<file path="src/rtl/if_fetch_unit_pkg.sv">
// Shared fetch-stage definitions: datapath width, NOP encoding, PC step and
// the IF/ID boundary bundle.
package if_fetch_unit_pkg;

    localparam int XLEN = 32;

    localparam logic [XLEN-1:0] NOP_INST_DEF = 32'h0000_0013;  // addi x0,x0,0
    localparam logic [XLEN-1:0] PC_INC       = 32'd4;

    typedef struct packed {
        logic [XLEN-1:0] pc;
        logic [XLEN-1:0] inst;
        logic            valid;
    } ifid_t;

    function automatic logic [XLEN-1:0] align_word(input logic [XLEN-1:0] addr);
        return {addr[XLEN-1:2], 2'b00};
    endfunction

endpackage

</file>
<file path="src/rtl/if_skid_buf.sv">
// One-entry holding register that catches the in-flight fetch response while
// decode is stalled. Clear has priority over load.
module if_skid_buf
    import if_fetch_unit_pkg::*;
#(
    parameter logic [XLEN-1:0] NOP_INST = NOP_INST_DEF
) (
    input  logic            clk,
    input  logic            rst,
    input  logic            i_load,
    input  logic            i_clear,
    input  logic [XLEN-1:0] i_pc,
    input  logic [XLEN-1:0] i_inst,
    output logic            o_valid,
    output logic [XLEN-1:0] o_pc,
    output logic [XLEN-1:0] o_inst
);

    logic            r_valid;
    logic [XLEN-1:0] r_pc;
    logic [XLEN-1:0] r_inst;

    // NOTE: state updates use non-blocking assignments so every flop samples
    // pre-edge values regardless of process ordering.
    always_ff @(posedge clk or negedge rst) begin
        if (!rst) begin
            r_valid <= 1'b0;
            r_pc    <= '0;
            r_inst  <= NOP_INST;
        end else if (i_clear) begin
            r_valid <= 1'b0;
        end else if (i_load) begin
            r_valid <= 1'b1;
            r_pc    <= i_pc;
            r_inst  <= i_inst;
        end
    end

    assign o_valid = r_valid;
    assign o_pc    = r_pc;
    assign o_inst  = r_inst;

endmodule

</file>
<file path="src/rtl/if_fetch_unit.sv">
// Instruction-fetch stage: owns the PC, drives a 1-cycle-latency instruction
// memory, and registers {pc, inst, valid} into IF/ID with stall and redirect.
module if_fetch_unit
    import if_fetch_unit_pkg::*;
#(
    parameter logic [XLEN-1:0] RST_PC   = 32'h0000_0000,
    parameter logic [XLEN-1:0] NOP_INST = NOP_INST_DEF
) (
    input  logic            clk,
    input  logic            rst,
    input  logic            stall,
    input  logic            redirect,
    input  logic [XLEN-1:0] redirect_pc,
    output logic            imem_en,
    output logic [XLEN-1:0] imem_addr,
    input  logic [XLEN-1:0] imem_rdata,
    output logic [XLEN-1:0] id_pc,
    output logic [XLEN-1:0] id_inst,
    output logic            id_valid,
    output logic            misaligned
);

    logic [XLEN-1:0] r_fetch_pc;
    logic            r_pending;
    logic [XLEN-1:0] r_req_pc;
    ifid_t           r_id;
    logic            r_misaligned;

    logic            w_issue;
    logic            w_skid_load;
    logic            w_skid_clear;
    logic            w_skid_valid;
    logic [XLEN-1:0] w_skid_pc;
    logic [XLEN-1:0] w_skid_inst;
    ifid_t           w_id_next;

    // A new request is only safe while there is somewhere to put its response.
    assign w_issue      = !redirect && !(stall && (r_pending || w_skid_valid));
    assign w_skid_load  = !redirect && stall && r_pending;
    assign w_skid_clear = redirect || (!stall && w_skid_valid);

    assign imem_en   = w_issue;
    assign imem_addr = r_fetch_pc;

    if_skid_buf #(
        .NOP_INST (NOP_INST)
    ) u_skid (
        .clk     (clk),
        .rst     (rst),
        .i_load  (w_skid_load),
        .i_clear (w_skid_clear),
        .i_pc    (r_req_pc),
        .i_inst  (imem_rdata),
        .o_valid (w_skid_valid),
        .o_pc    (w_skid_pc),
        .o_inst  (w_skid_inst)
    );

    // NOTE: hold-by-default before any branch keeps this block free of latches.
    always_comb begin
        w_id_next = r_id;
        if (redirect) begin
            w_id_next.valid = 1'b0;
            w_id_next.inst  = NOP_INST;
        end else if (!stall) begin
            if (w_skid_valid) begin
                w_id_next = '{pc: w_skid_pc, inst: w_skid_inst, valid: 1'b1};
            end else if (r_pending) begin
                w_id_next = '{pc: r_req_pc, inst: imem_rdata, valid: 1'b1};
            end else begin
                w_id_next.valid = 1'b0;
                w_id_next.inst  = NOP_INST;
            end
        end
    end

    always_ff @(posedge clk or negedge rst) begin
        if (!rst) begin
            r_fetch_pc   <= RST_PC;
            r_pending    <= 1'b0;
            r_req_pc     <= '0;
            r_id         <= '{pc: '0, inst: NOP_INST, valid: 1'b0};
            r_misaligned <= 1'b0;
        end else begin
            if (redirect) begin
                r_fetch_pc <= align_word(redirect_pc);
                r_pending  <= 1'b0;
            end else if (w_issue) begin
                r_req_pc   <= r_fetch_pc;
                r_pending  <= 1'b1;
                r_fetch_pc <= r_fetch_pc + PC_INC;
            end else begin
                r_pending  <= 1'b0;
            end
            r_id         <= w_id_next;
            r_misaligned <= redirect && (|redirect_pc[1:0]);
        end
    end

    assign id_pc      = r_id.pc;
    assign id_inst    = r_id.inst;
    assign id_valid   = r_id.valid;
    assign misaligned = r_misaligned;

endmodule

</file>
<file path="config.mk">
export PLATFORM = sky130hd
export DESIGN_NAME = if_fetch_unit
export DESIGN_NICKNAME = d
export VERILOG_FILES = /design/src/rtl/if_fetch_unit_pkg.sv /design/src/rtl/if_skid_buf.sv /design/src/rtl/if_fetch_unit.sv
export SDC_FILE = /design/constraint.sdc
export NUM_CORES = 1
export LEC_CHECK = 0
export BUFFER_PORTS_ARGS = -buffer_cell sky130_fd_sc_hd__buf_2
export CORE_MARGIN = 1
export CORE_UTILIZATION = 45
export CTS_CLUSTER_DIAMETER = 50
export DETAILED_ROUTE_END_ITERATION = 10
export GPL_ROUTABILITY_DRIVEN = 0
export PLACE_DENSITY = 0.71
export SLEW_MARGIN = 40
export SYNTH_ARGS = -nofsm -noshare
export SYNTH_HDL_FRONTEND = slang
export SYNTH_SLANG_ARGS = --single-unit
</file>
<file path="constraint.sdc">
create_clock -name clk -period 2.01 [get_ports clk]
set_clock_uncertainty 0.05 [all_clocks]
set_input_delay 0.201 -clock clk [delete_from_list [all_inputs] [get_ports clk]]
set_output_delay 0.201 -clock clk [all_outputs]
set_load 0.005 [all_outputs]
</file>
### Word-level counts from Yosys, hierarchy flattened

Cells that the tools add are included.

| cells by class | value |
|---|---|
| add/subtract/negate cells | 1 |
| muxes and demuxes | 11 |
| equality and inequality tests | 1 |
| reductions and logical operators | 18 |
| bitwise gates (word level) | 3 |

Operators by type and width:

| operator | count |
|---|---|
| $mux 33 | 3 |
| $mux 32 | 3 |
| $mux 65 | 1 |
| $add 32x3->32 const B | 1 |
| $logic_and 1x1->1 | 6 |
| $reduce_bool 2->1 | 3 |
| $mux 1 | 4 |
| $reduce_and 2->1 | 2 |
| $logic_not 1->1 | 3 |
| $not 1->1 | 3 |
| $reduce_and 3->1 | 1 |
| $logic_or 1x1->1 | 2 |
| $ne 2x1->1 const B | 1 |
| $reduce_or 2->1 | 1 |

| storage, ports and cells | value |
|---|---|
| flip-flop bits (word level) | 196 |
| bits of input ports | 68 |
| logic and storage cells | 44 |

### Longest topological paths before layout

Gate-level depths: netlist of run 1.

| logic depth | value |
|---|---|
| word-level depth | 6 |
| gate-level depth with buffers | 8 |

### Cells and area by module

From an unflattened synthesis of run 1, not the netlist that was laid out.

| unflattened totals | value |
|---|---|
| cell total of the unflattened synthesis | 778 |
| area total of the unflattened synthesis | 8792.2 um^2 |

Modules (own cells, without submodules):

| module | cells an instance | area each (um^2) | times used | seq. area each (um^2) |
|---|---|---|---|---|
| if_fetch_unit | 639 | 6054.6 | 1 | 3181.8 |
| if_skid_buf | 139 | 2737.6 | 1 | 1630.3 |

### Worst setup path after synthesis of run 1

No wires, ideal clock.

| timing | value |
|---|---|
| kind | reg-to-reg |
| start | reg r_fetch_pc[2] (netlist: imem_addr[2]) |
| end | reg r_fetch_pc[16] (netlist: imem_addr[16]) |
| required time | 1.835 ns |
| arrival | 1.693 ns |
| cell stages (with the launch flop) | 7 |
| buffers on the path | 0 |
| period minus slack after synthesis | 1.868 ns |
| slack | 0.142 ns |
| cells stage by stage | dfrtp_1 ha_1 nand4_1 nor3_1 nand3_1 xnor2_1 mux2_2 |

| on the way | value |
|---|---|
| longest elaborated chain between the ends | 3 |

Ends and longest elaborated chain:

| item | RTL line | text |
|---|---|---|
| start, declared | if_fetch_unit.sv:23 | `logic [XLEN-1:0] r_fetch_pc;` |
| start signal, assigned | if_fetch_unit.sv:86 | `r_fetch_pc <= align_word(redirect_pc);` |
| start signal, assigned | if_fetch_unit.sv:91 | `r_fetch_pc <= r_fetch_pc + PC_INC;` |
| $add 32x3->32 | if_fetch_unit.sv:91 |  |
| $mux 32 | if_fetch_unit.sv:88 | `end else if (w_issue) begin` |
| $mux 32 | if_fetch_unit.sv:85 | `if (redirect) begin` |

No other way between the ends. The select of a mux whose other input is x is not followed.
A chain may end at the register's enable or synchronous reset.

### Final worst setup path of run 1

| timing | value |
|---|---|
| start | reg r_pending |
| end | out imem_en |

| on the way | value |
|---|---|
| longest elaborated chain between the ends | 4 |

Ends and longest elaborated chain:

| item | RTL line | text |
|---|---|---|
| start, declared | if_fetch_unit.sv:24 | `logic r_pending;` |
| start signal, assigned | if_fetch_unit.sv:80 | `r_pending <= 1'b0;` |
| start signal, assigned | if_fetch_unit.sv:87 | `r_pending <= 1'b0;` |
| start signal, assigned | if_fetch_unit.sv:90 | `r_pending <= 1'b1;` |
| $logic_or 1x1->1 | if_fetch_unit.sv:38 | `assign w_issue = !redirect && !(stall && (r_pending \|\| w_skid_valid));` |
| $logic_and 1x1->1 | if_fetch_unit.sv:38 |  |
| $logic_not 1->1 | if_fetch_unit.sv:38 |  |
| $logic_and 1x1->1 | if_fetch_unit.sv:38 |  |
| end, declared | if_fetch_unit.sv:14 | `output logic imem_en,` |

No other way between the ends.

==> results of run 1 <==
cell families after synthesis:
| group | count (synthesis) |
|---|---|
| flip-flops | 188 |
| AO/OA/AOI/OAI | 153 |
| buffers and inverters | 64 |
| adder cells (fa/ha/maj) | 1 |
| AND/OR/NAND/NOR | 266 |
| other | 1 |
| XOR/XNOR | 13 |
| multiplexers | 96 |
per-layer routing:
layer	track usage (%)	wire length (um)
met2	35.9	9700
met1	30.0	8980
met5	0	0
met3	3.79	921
met4	10.7	635
sequential cells by signal, indices dropped and copies added, names as in the netlist:
register / flops
u_skid.o_pc: 30
id_pc: 30
id_valid: 1
r_req_pc: 30
id_inst: 32
u_skid.o_valid: 1
u_skid.o_inst: 32
imem_addr: 30
r_pending: 1
misaligned: 1
final cells by class:
class | count | area (um^2)
fill | 1493 | 7250
clock inverter | 12 | 148
timing repair buffer | 266 | 1800
sequential | 188 | 4710
inverter | 7 | 30.0
multi-input combinational | 533 | 3270
clock buffer | 20 | 467
tap | 229 | 287
critical path, cell delays in order, from the launching register on:
cell and delay [ns]:
dfrtp_1 0.39, buf_4 0.16, o21ai_1 0.15, nand2_1 0.12, clkinvlp_4 0.21, buf_2 0.15
how the worst max path moves through the flow:
stage | slack (ns) | from | end
floorplan | 0.14 | imem_addr[2]$_DFFE_PN0P_ | imem_addr[16]$_DFFE_PN0P_
global placement | 0.23 | imem_addr[12]$_DFFE_PN0P_ | imem_addr[24]$_DFFE_PN0P_
detailed placement | 0.23 | imem_addr[12]$_DFFE_PN0P_ | imem_addr[24]$_DFFE_PN0P_
CTS | 0.02 | r_pending$_DFF_PN0_ | imem_en
global route | 0.02 | u_skid.o_valid$_DFFE_PN0P_ | id_inst[17]$_DFFE_PN0P_
finish | 0.15 | r_pending$_DFF_PN0_ | imem_en
through the flow:
step / worst slack, ns / hold WS [ns] / instances / utilization (%) / power (W)
2_1_floorplan: 0.142 / -0.145 / 785 / - / 0.00581
3_3_place_gp: 0.227 / 0.109 / 1164 / 52.9 / 0.00650
3_5_place_dp: 0.225 / 0.114 / 1164 / 52.9 / 0.00659
4_1_cts: 0.0243 / 0.000504 / 1255 / 59.6 / 0.0102
5_1_grt: 0.0196 / 0.0444 / 1255 / 59.6 / 0.0106
6_report: 0.145 / 0.0149 / 1255 / 59.6 / 0.0101
report_power, final:
group / total (W) / leakage [nW] / internal [W] / switching [W]
sequential: 0.00486 / 2.35 / 0.00446 / 0.000391
combinational: 0.00175 / 2.51 / 0.000905 / 0.000843
clock: 0.00349 / 0.302 / 0.00197 / 0.00152
repair_timing:
action	CTS	global route
gates resized for setup	0	1
hold endpoints to repair	101	0
hold buffers	59	0
endpoints found under the setup margin	0	1
synthesized netlist by cell type, drive strengths merged, types with 4 or more instances:
cell    instances  share of area, %
inv             7              0.32
dfstp           6               1.9
a21oi          38               2.3
nand2         148               6.7
mux2           65               8.9
dfrtp         182                55
a22oi          32               2.9
a31oi           4              0.30
clkbuf         29               1.3
buf            28               1.7
nor2           69               3.1
mux2i          31               3.8
nand4           8              0.79
and3            9              0.68
o21ai          57               3.5
xor2           10               1.1
nand3          16              0.97
==> flow_metrics.env, run 1 <==
export IMPL_status="finished, final reports clean"
export IMPL_synth_top_family_by_area="simple AND/OR/NAND/NOR gates"
export IMPL_setup_viol=0
export IMPL_synth_edf_count=0
export IMPL_ys_warn_count=0
export IMPL_layout_commonest_cell="dfrtp_1"
export IMPL_dieArea_um2=18900
export IMPL_cts_buffer_depth=2
export IMPL_crit_fanout=9
export IMPL_rsz0062_at_grt="no"
export IMPL_synth_ff_latch_count=188
export IMPL_synth_xor_area_share_pct=1.38
export IMPL_layout_common_cells="dfrtp_1 (181), buf_2 (161), nand2_1 (147)"
export IMPL_finalNetCount=1082
export IMPL_fin_crit_sh_pct=92.8
export IMPL_design_area_um2=10700
export IMPL_numCtsBuffers=17
export IMPL_synth_compound_gate_area_share_pct=11.3
export IMPL_ant_nets=0
export IMPL_dp_final_hpwl_um=13700
export IMPL_postSynthAreaPerCell_um2=10.5
export IMPL_start_kind="flip-flop"
export IMPL_powerDensity_nw_per_um2=943
export IMPL_fin_tns_setup_ns=0
export IMPL_clockRootBuffer="clkbuf_16"
export IMPL_synthFlopType="dfrtp_1"
export IMPL_drtIter0Drc=356
export IMPL_num_rows=49
export IMPL_synth_cell_types=48
export IMPL_pin_count=167
export IMPL_portBuffers=162
export IMPL_area_growth_pct=30.0
export IMPL_p_leak_nw=5.16
export IMPL_hold_path_startpoint="redirect_pc[3]"
export IMPL_n_antenna_cell=0
export IMPL_regToRegSetupSlack_ns=0.17
export IMPL_vias=6588
export IMPL_clk_latency_ns=0.43
export IMPL_post_route_cells_drive_above_1_share_pct=31.3
export IMPL_drv_cap=0
export IMPL_synthMuxAreaShare_pct=12.7
export IMPL_wl_per_cell_um=16.1
export IMPL_cts_sinks=188
export IMPL_chipHeight_um=137
export IMPL_wirelength_um=20200
export IMPL_worst_setup_path_type="reg2out"
export IMPL_ir_drop_v=0.000629
export IMPL_yosysSeqAreaShare_pct=57.2
export IMPL_endpoint_kind="primary output"
export IMPL_cts_reportedPaths_clkPinSlew_ns=0.07
export IMPL_arrival_ns=1.61
export IMPL_yosys_area_share_simple_pct=13.9
export IMPL_slew_viol_final=0
export IMPL_drtPass1Iterations=5
export IMPL_synthCells=782
export IMPL_r2r_start="u_skid.o_valid$_DFFE_PN0P_"
export IMPL_post_cts_buffers=0
export IMPL_syn_area_um2=8240
export IMPL_worst_r2r_path_depth=7
export IMPL_grtUsageTotal_pct=22.5
export IMPL_synthAdderAreaFrac_pct=0.152
export IMPL_routed_via_density=5.25
export IMPL_grt_max_degree=70
export IMPL_coreArea_um2=18000
export IMPL_grt_pass1_wl_um=32300
export IMPL_holdCritPathClass="in2reg"
export IMPL_slew_headroom_pct=59.5
export IMPL_rr_endpoint="id_inst[26]$_DFFE_PN0P_"
export IMPL_worstHoldPathCells=3
export IMPL_initial_core_util_pct=45.9
export IMPL_worst_pin_slew_ns=0.608
export IMPL_max_freq_ghz=0.536
export IMPL_cp_data_required_time_ns=1.76
export IMPL_route_detailed_drc=0
export IMPL_place_area_um2=9500
export IMPL_die_w_um=137
export IMPL_grt_pass1_vias=6359
export IMPL_hold_violations=0
export IMPL_fin_crit_ns=1.86
export IMPL_cts_max_level=4
export IMPL_synthArstFlopShare_pct=100
export IMPL_min_to="imem_addr[3]$_DFFE_PN0P_"
export IMPL_overflow=0
export IMPL_cts_tree="built"
export IMPL_antenna_found_initial=0
Power figures use the tool's default switching activity.
==> inputs of run 2 (changes only) <==
--- a/config.mk
+++ b/config.mk
@@ -7,11 +7,11 @@
 export LEC_CHECK = 0
 export BUFFER_PORTS_ARGS = -buffer_cell sky130_fd_sc_hd__buf_2
 export CORE_MARGIN = 1
-export CORE_UTILIZATION = 45
+export CORE_UTILIZATION = 35
 export CTS_CLUSTER_DIAMETER = 50
 export DETAILED_ROUTE_END_ITERATION = 10
 export GPL_ROUTABILITY_DRIVEN = 0
-export PLACE_DENSITY = 0.71
+export PLACE_DENSITY = 0.59
 export SLEW_MARGIN = 40
 export SYNTH_ARGS = -nofsm -noshare
 export SYNTH_HDL_FRONTEND = slang
==> flow_metrics.env, run 2 (synthesis results as in run 1) <==
export IMPL_ir_drop_v=0.000512
export IMPL_grt_max_degree=67
export IMPL_grt_pass1_wl_um=34100
export IMPL_max_stage_delay_ns=0.50
export IMPL_worst_r2r_path_depth=6
export IMPL_grt_pass1_vias=6320
export IMPL_antenna_found_initial=1
export IMPL_layout_common_cells="dfrtp_1 (181), buf_2 (161), nand2_1 (146)"
export IMPL_wl_met3_um=1070
export IMPL_rr_endpoint="imem_addr[15]$_DFFE_PN0P_"
export IMPL_holdCritPathClass="in2reg"
export IMPL_worst_pin_slew_ns=0.620
export IMPL_slew_viol_final=0
export IMPL_vias=6438
export IMPL_post_route_cells_drive_above_1_share_pct=31.4
export IMPL_coreArea_um2=22800
export IMPL_routed_top_layer="met4"
export IMPL_status="finished, final reports clean"
export IMPL_num_rows=55
export IMPL_rsz0062_at_grt="no"
export IMPL_crit_buf_inv=3
export IMPL_crit_chain="o21ai_2, nand2_2, inv_2, buf_12, buf_2"
export IMPL_endpoint_kind="primary output"
export IMPL_cts_sinks=188
export IMPL_design_area_um2=10800
export IMPL_dp_cells=1249
export IMPL_p_leak_nw=5.15
export IMPL_route_detailed_drc=0
export IMPL_hold_path_startpoint="redirect_pc[8]"
export IMPL_initial_core_util_pct=36.1
export IMPL_pin_count=167
export IMPL_r2r_start="u_skid.o_valid$_DFFE_PN0P_"
export IMPL_worstHoldPathCells=3
export IMPL_drtIter0Drc=323
export IMPL_slew_headroom_pct=58.7
export IMPL_cp_data_required_time_ns=1.76
export IMPL_cp_slowest_cell="dfrtp_4"
export IMPL_cts_tree="built"
export IMPL_ant_nets=0
export IMPL_place_area_um2=9660
export IMPL_final_cells=1341
export IMPL_drv_cap=0
export IMPL_post_cts_buffers=0
export IMPL_pre_cts_slack_ns=0.187
export IMPL_critPathTopFamily="flip-flops"
export IMPL_max_freq_ghz=0.524
export IMPL_cts_reportedPaths_clkPinSlew_ns=0.07
export IMPL_dieArea_um2=24200
export IMPL_wl_met1_um=9830
export IMPL_crit_fanout=23
export IMPL_fill_cells=2205
export IMPL_clk_latency_ns=0.43
export IMPL_regToRegSetupSlack_ns=0.16
export IMPL_powerDensity_nw_per_um2=902
export IMPL_grtUsageTotal_pct=18.2
export IMPL_setup_ws_ns=0.101
export IMPL_min_to="imem_addr[8]$_DFFE_PN0P_"
export IMPL_clockRootBuffer="clkbuf_16"
export IMPL_arrival_ns=1.66
export IMPL_start_kind="flip-flop"
export IMPL_worst_setup_path_type="reg2out"
export IMPL_drtPass1Iterations=4
export IMPL_fin_crit_ns=1.91
export IMPL_die_w_um=155
export IMPL_cts_max_level=4
export IMPL_routed_via_density=4.80
export IMPL_final_core_util_pct=47.4
export IMPL_portBuffers=162
export IMPL_chipHeight_um=155
export IMPL_finalNetCount=1083
export IMPL_numCtsBuffers=17
export IMPL_fin_crit_sh_pct=95.0
export IMPL_hold_violations=0
export IMPL_layout_commonest_cell="dfrtp_1"
export IMPL_fin_tns_setup_ns=0
export IMPL_wl_met2_um=9930
export IMPL_wl_per_cell_um=15.9
export IMPL_setup_viol=0
export IMPL_cts_buffer_depth=2
export IMPL_overflow=0
export IMPL_area_growth_pct=31.3
export IMPL_dp_final_hpwl_um=14700
export IMPL_wirelength_um=21300
-- run 2: layer usage --
layer | global-route usage (%) | vias to the layer above
met5 | 0 | -
met4 | 6.12 | 0
met3 | 3.68 | 30
met2 | 29.0 | 147
met1 | 24.7 | 3104
li1 | - | 3157
-- run 2: worst reg2reg max path: cells and delay by family, from the launching register on --
family                    cells  cell delay [ns]
and+or+nand+nor               2             0.46
buffers and inverters         1             0.20
DFF                           1             0.50
AOI/OAI and AO/OA             2             0.40
xor gates and xnor gates      1             0.15
-- run 2: power breakdown --
group | leakage [nW] | total (W) | internal [W] | switching, W
combinational | 2.55 | 0.00175 | 0.000913 | 0.000839
clock | 0.249 | 0.00315 | 0.00162 | 0.00153
sequential | 2.35 | 0.00486 | 0.00446 | 0.000397
-- run 2: area by class of cell --
class / instances / area (um^2) / share of cell area, %
flip-flops and latches: 188 / 4720 / 43.6
well taps: 313 / 392 / 3.62
inverters: 7 / 26.3 / 0.243
repair buffers: 267 / 1860 / 17.1
diodes: 1 / 2.50 / 0.0231
clock inverters: 12 / 109 / 1.01
clock buffers: 20 / 437 / 4.04
multi-input cells: 533 / 3280 / 30.3
-- run 2: per-stage QoR --
stage	hold slack [ns]	power, W
after global placement	0.103	0.00656
after floorplan	-0.145	0.00581
after CTS	0.0280	0.00989
after global routing	0.0375	0.0103
after detailed placement	0.103	0.00662
final	0.0423	0.00976
-- run 2: repair_timing --
item | in CTS | in global routing
setup endpoints to repair | 1 | 2
endpoints found under the hold margin | 100 | 0
hold buffers | 59 | 0
cloned | 0 | 0
gates resized for setup | 4 | 3
-- run 2: worst max path at each step --
stage | from | endpoint | slack, ns | depth (start not counted)
2_1_floorplan | imem_addr[2]$_DFFE_PN0P_ | imem_addr[16]$_DFFE_PN0P_ | 0.14 | 6
3_3_place_gp | u_skid.o_valid$_DFFE_PN0P_ | imem_addr[16]$_DFFE_PN0P_ | 0.23 | 6
3_5_place_dp | u_skid.o_valid$_DFFE_PN0P_ | imem_addr[16]$_DFFE_PN0P_ | 0.19 | 6
4_1_cts | u_skid.o_valid$_DFFE_PN0P_ | imem_en | 0.006 | 5
5_1_grt | u_skid.o_valid$_DFFE_PN0P_ | imem_en | 0.03 | 5
6_report | u_skid.o_valid$_DFFE_PN0P_ | imem_en | 0.10 | 5
==> inputs of run 3 (changes only) <==
==> constraint.sdc (replaced) <==
create_clock -name clk -period 1.8 [get_ports clk]
set_clock_uncertainty 0.05 [all_clocks]
set_input_delay 0.18 -clock clk [delete_from_list [all_inputs] [get_ports clk]]
set_output_delay 0.18 -clock clk [all_outputs]
set_load 0.005 [all_outputs]
==> flow_metrics.env, run 3 (synthesis results as in run 1) <==
export IMPL_status="finished, final reports clean"
export IMPL_wl_per_cell_um=16.0
export IMPL_drtIter0Drc=329
export IMPL_design_area_um2=11100
export IMPL_setup_viol=0
export IMPL_area_growth_pct=34.8
export IMPL_cts_max_level=4
export IMPL_dp_cells=1262
export IMPL_power_frac_comb_pct=18.8
export IMPL_cts_reportedPaths_clkPinSlew_ns=0.07
export IMPL_layout_common_cells="dfrtp_1 (181), buf_2 (160), nand2_1 (146)"
export IMPL_cp_slowest_cell="dfrtp_4"
export IMPL_clk_latency_ns=0.43
export IMPL_cts_sinks=188
export IMPL_initial_core_util_pct=36.1
export IMPL_final_core_util_pct=48.6
export IMPL_drtPass1Iterations=4
export IMPL_clkPwrFrac_pct=32.5
export IMPL_route_detailed_drc=0
export IMPL_start_kind="flip-flop"
export IMPL_routed_via_density=4.81
export IMPL_hold_violations=0
export IMPL_fin_crit_sh_pct=98.6
export IMPL_coreArea_um2=22800
export IMPL_crit_chain="o21a_1, nor3_4, buf_6, nand4_1, xor2_1, o21ai_1"
export IMPL_overflow=0
export IMPL_max_freq_ghz=0.563
export IMPL_p_sw_w=0.00320
export IMPL_fin_tns_setup_ns=0
export IMPL_p_seq_share_pct=48.6
export IMPL_ant_nets=0
export IMPL_grt_pass1_wl_um=35300
export IMPL_chipHeight_um=155
export IMPL_dp_final_hpwl_um=14700
export IMPL_grt_pass1_vias=6425
export IMPL_slew_viol_final=0
export IMPL_fin_crit_ns=1.78
export IMPL_crit_fanout=3
export IMPL_max_stage_delay_ns=0.48
export IMPL_wirelength_um=21800
export IMPL_pin_count=167
export IMPL_layout_commonest_cell="dfrtp_1"
export IMPL_numCtsBuffers=17
export IMPL_antenna_found_initial=0
export IMPL_place_area_um2=9800
export IMPL_clockRootBuffer="clkbuf_16"
export IMPL_p_sw_share_pct=28.8
export IMPL_die_w_um=155
export IMPL_portBuffers=162
export IMPL_worst_pin_slew_ns=0.629
export IMPL_powerDensity_nw_per_um2=999
export IMPL_cts_buffer_depth=2
export IMPL_vias=6556
export IMPL_endpoint_kind="flip-flop"
export IMPL_num_rows=55
export IMPL_intPower_w=0.00789
export IMPL_slew_headroom_pct=58.1
export IMPL_holdCritPathClass="in2reg"
export IMPL_post_route_cells_drive_above_1_share_pct=34.0
export IMPL_cp_data_required_time_ns=2.05
export IMPL_cts_tree="built"
export IMPL_n_antenna_cell=0
export IMPL_grt_max_degree=62
export IMPL_finalNetCount=1107
export IMPL_rsz0062_at_grt="yes"
export IMPL_dieArea_um2=24200
export IMPL_arrival_ns=2.03
export IMPL_final_cells=1364
export IMPL_drv_cap=0
export IMPL_grtUsageTotal_pct=18.9
export IMPL_critPathTopFamily="flip-flops"
export IMPL_p_leak_nw=5.32
export IMPL_ir_drop_v=0.000566
export IMPL_worst_setup_path_type="reg2reg"
export IMPL_crit_buf_inv=1
[run 3: cell count changes in the layout (fill, tap and decap cells not counted), sizes merged]
cell,change
inv,+4
buf,+24
clkbuf,-2
clkinvlp,-4
clkinv,+2
diode,-1
[run 3: worst paths after layout]
check | startpoint | to | slack [ns] | cells after the start
setup / recovery | u_skid.o_valid$_DFFE_PN0P_ | imem_addr[28]$_DFFE_PN0P_ | 0.02 | 6
hold / removal | redirect_pc[9] | imem_addr[9]$_DFFE_PN0P_ | 0.03 | 3
setup reg to reg | u_skid.o_valid$_DFFE_PN0P_ | imem_addr[28]$_DFFE_PN0P_ | 0.02 | 6
hold reg to reg | id_pc[20]$_DFFE_PN0P_ | id_pc[20]$_DFFE_PN0P_ | 0.42 | 2
max in group asynchronous | rst | id_inst[4]$_DFFE_PN1P_ | 0.81 | 3
min in group asynchronous | rst | id_pc[16]$_DFFE_PN0P_ | 0.22 | 2
[run 3: cell type report]
cell class,count,area [um^2]
sequential,188,4720
multi-input combinational,533,3340
timing repair buffer,291,2080
fill,2160,11700
inverter,7,26.3
clock buffer,18,429
tap,313,392
clock inverter,14,126
[run 3: timing repair]
action / 4_1_cts / 5_1_grt
setup endpoints to repair: 1 / 14
setup buffers: 3 / 9
resized for setup: 5 / 20
pin swaps: 2 / 10
hold buffers: 59 / 0
endpoints found under the hold margin: 106 / 0
[run 3: power groups by stage]
stage | sequential (W) | clock, W | combinational [W]
2_1_floorplan | 0.00546 | 0 | 0.00103
3_3_place_gp | 0.00545 | 0 | 0.00193
3_5_place_dp | 0.00548 | 0 | 0.00196
4_1_cts | 0.00540 | 0.00372 | 0.00208
5_1_grt | 0.00550 | 0.00389 | 0.00233
6_report | 0.00539 | 0.00361 | 0.00209
[run 3: tightest hold or removal path, delay by kind of cell]
kind | cells | cell delay (ns)
buffers and inverters | 1 | 0.09
AO/OA/AOI/OAI | 2 | 0.20
[run 3: per-layer routing]
metal / vias to the layer above / routed length [um] / track usage [%]
met5: - / 0 / 0
met2: 141 / 10100 / 29.7
li1: 3217 / - / -
met3: 32 / 685 / 3.29
met1: 3166 / 10500 / 26.6
met4: 0 / 449 / 5.93
[run 3: through the flow]
| stage | power [W] | setup WS (ns) | hold slack [ns] |
|---|---|---|---|
| floorplan | 0.00649 | 0.0476 | -0.166 |
| global placement | 0.00738 | 0.0475 | 0.128 |
| detailed placement | 0.00743 | 0.0442 | 0.127 |
| CTS | 0.0112 | 0.0211 | 0.00269 |
| global route | 0.0117 | -0.0766 | 0.0417 |
| finish | 0.0111 | 0.0244 | 0.0286 |
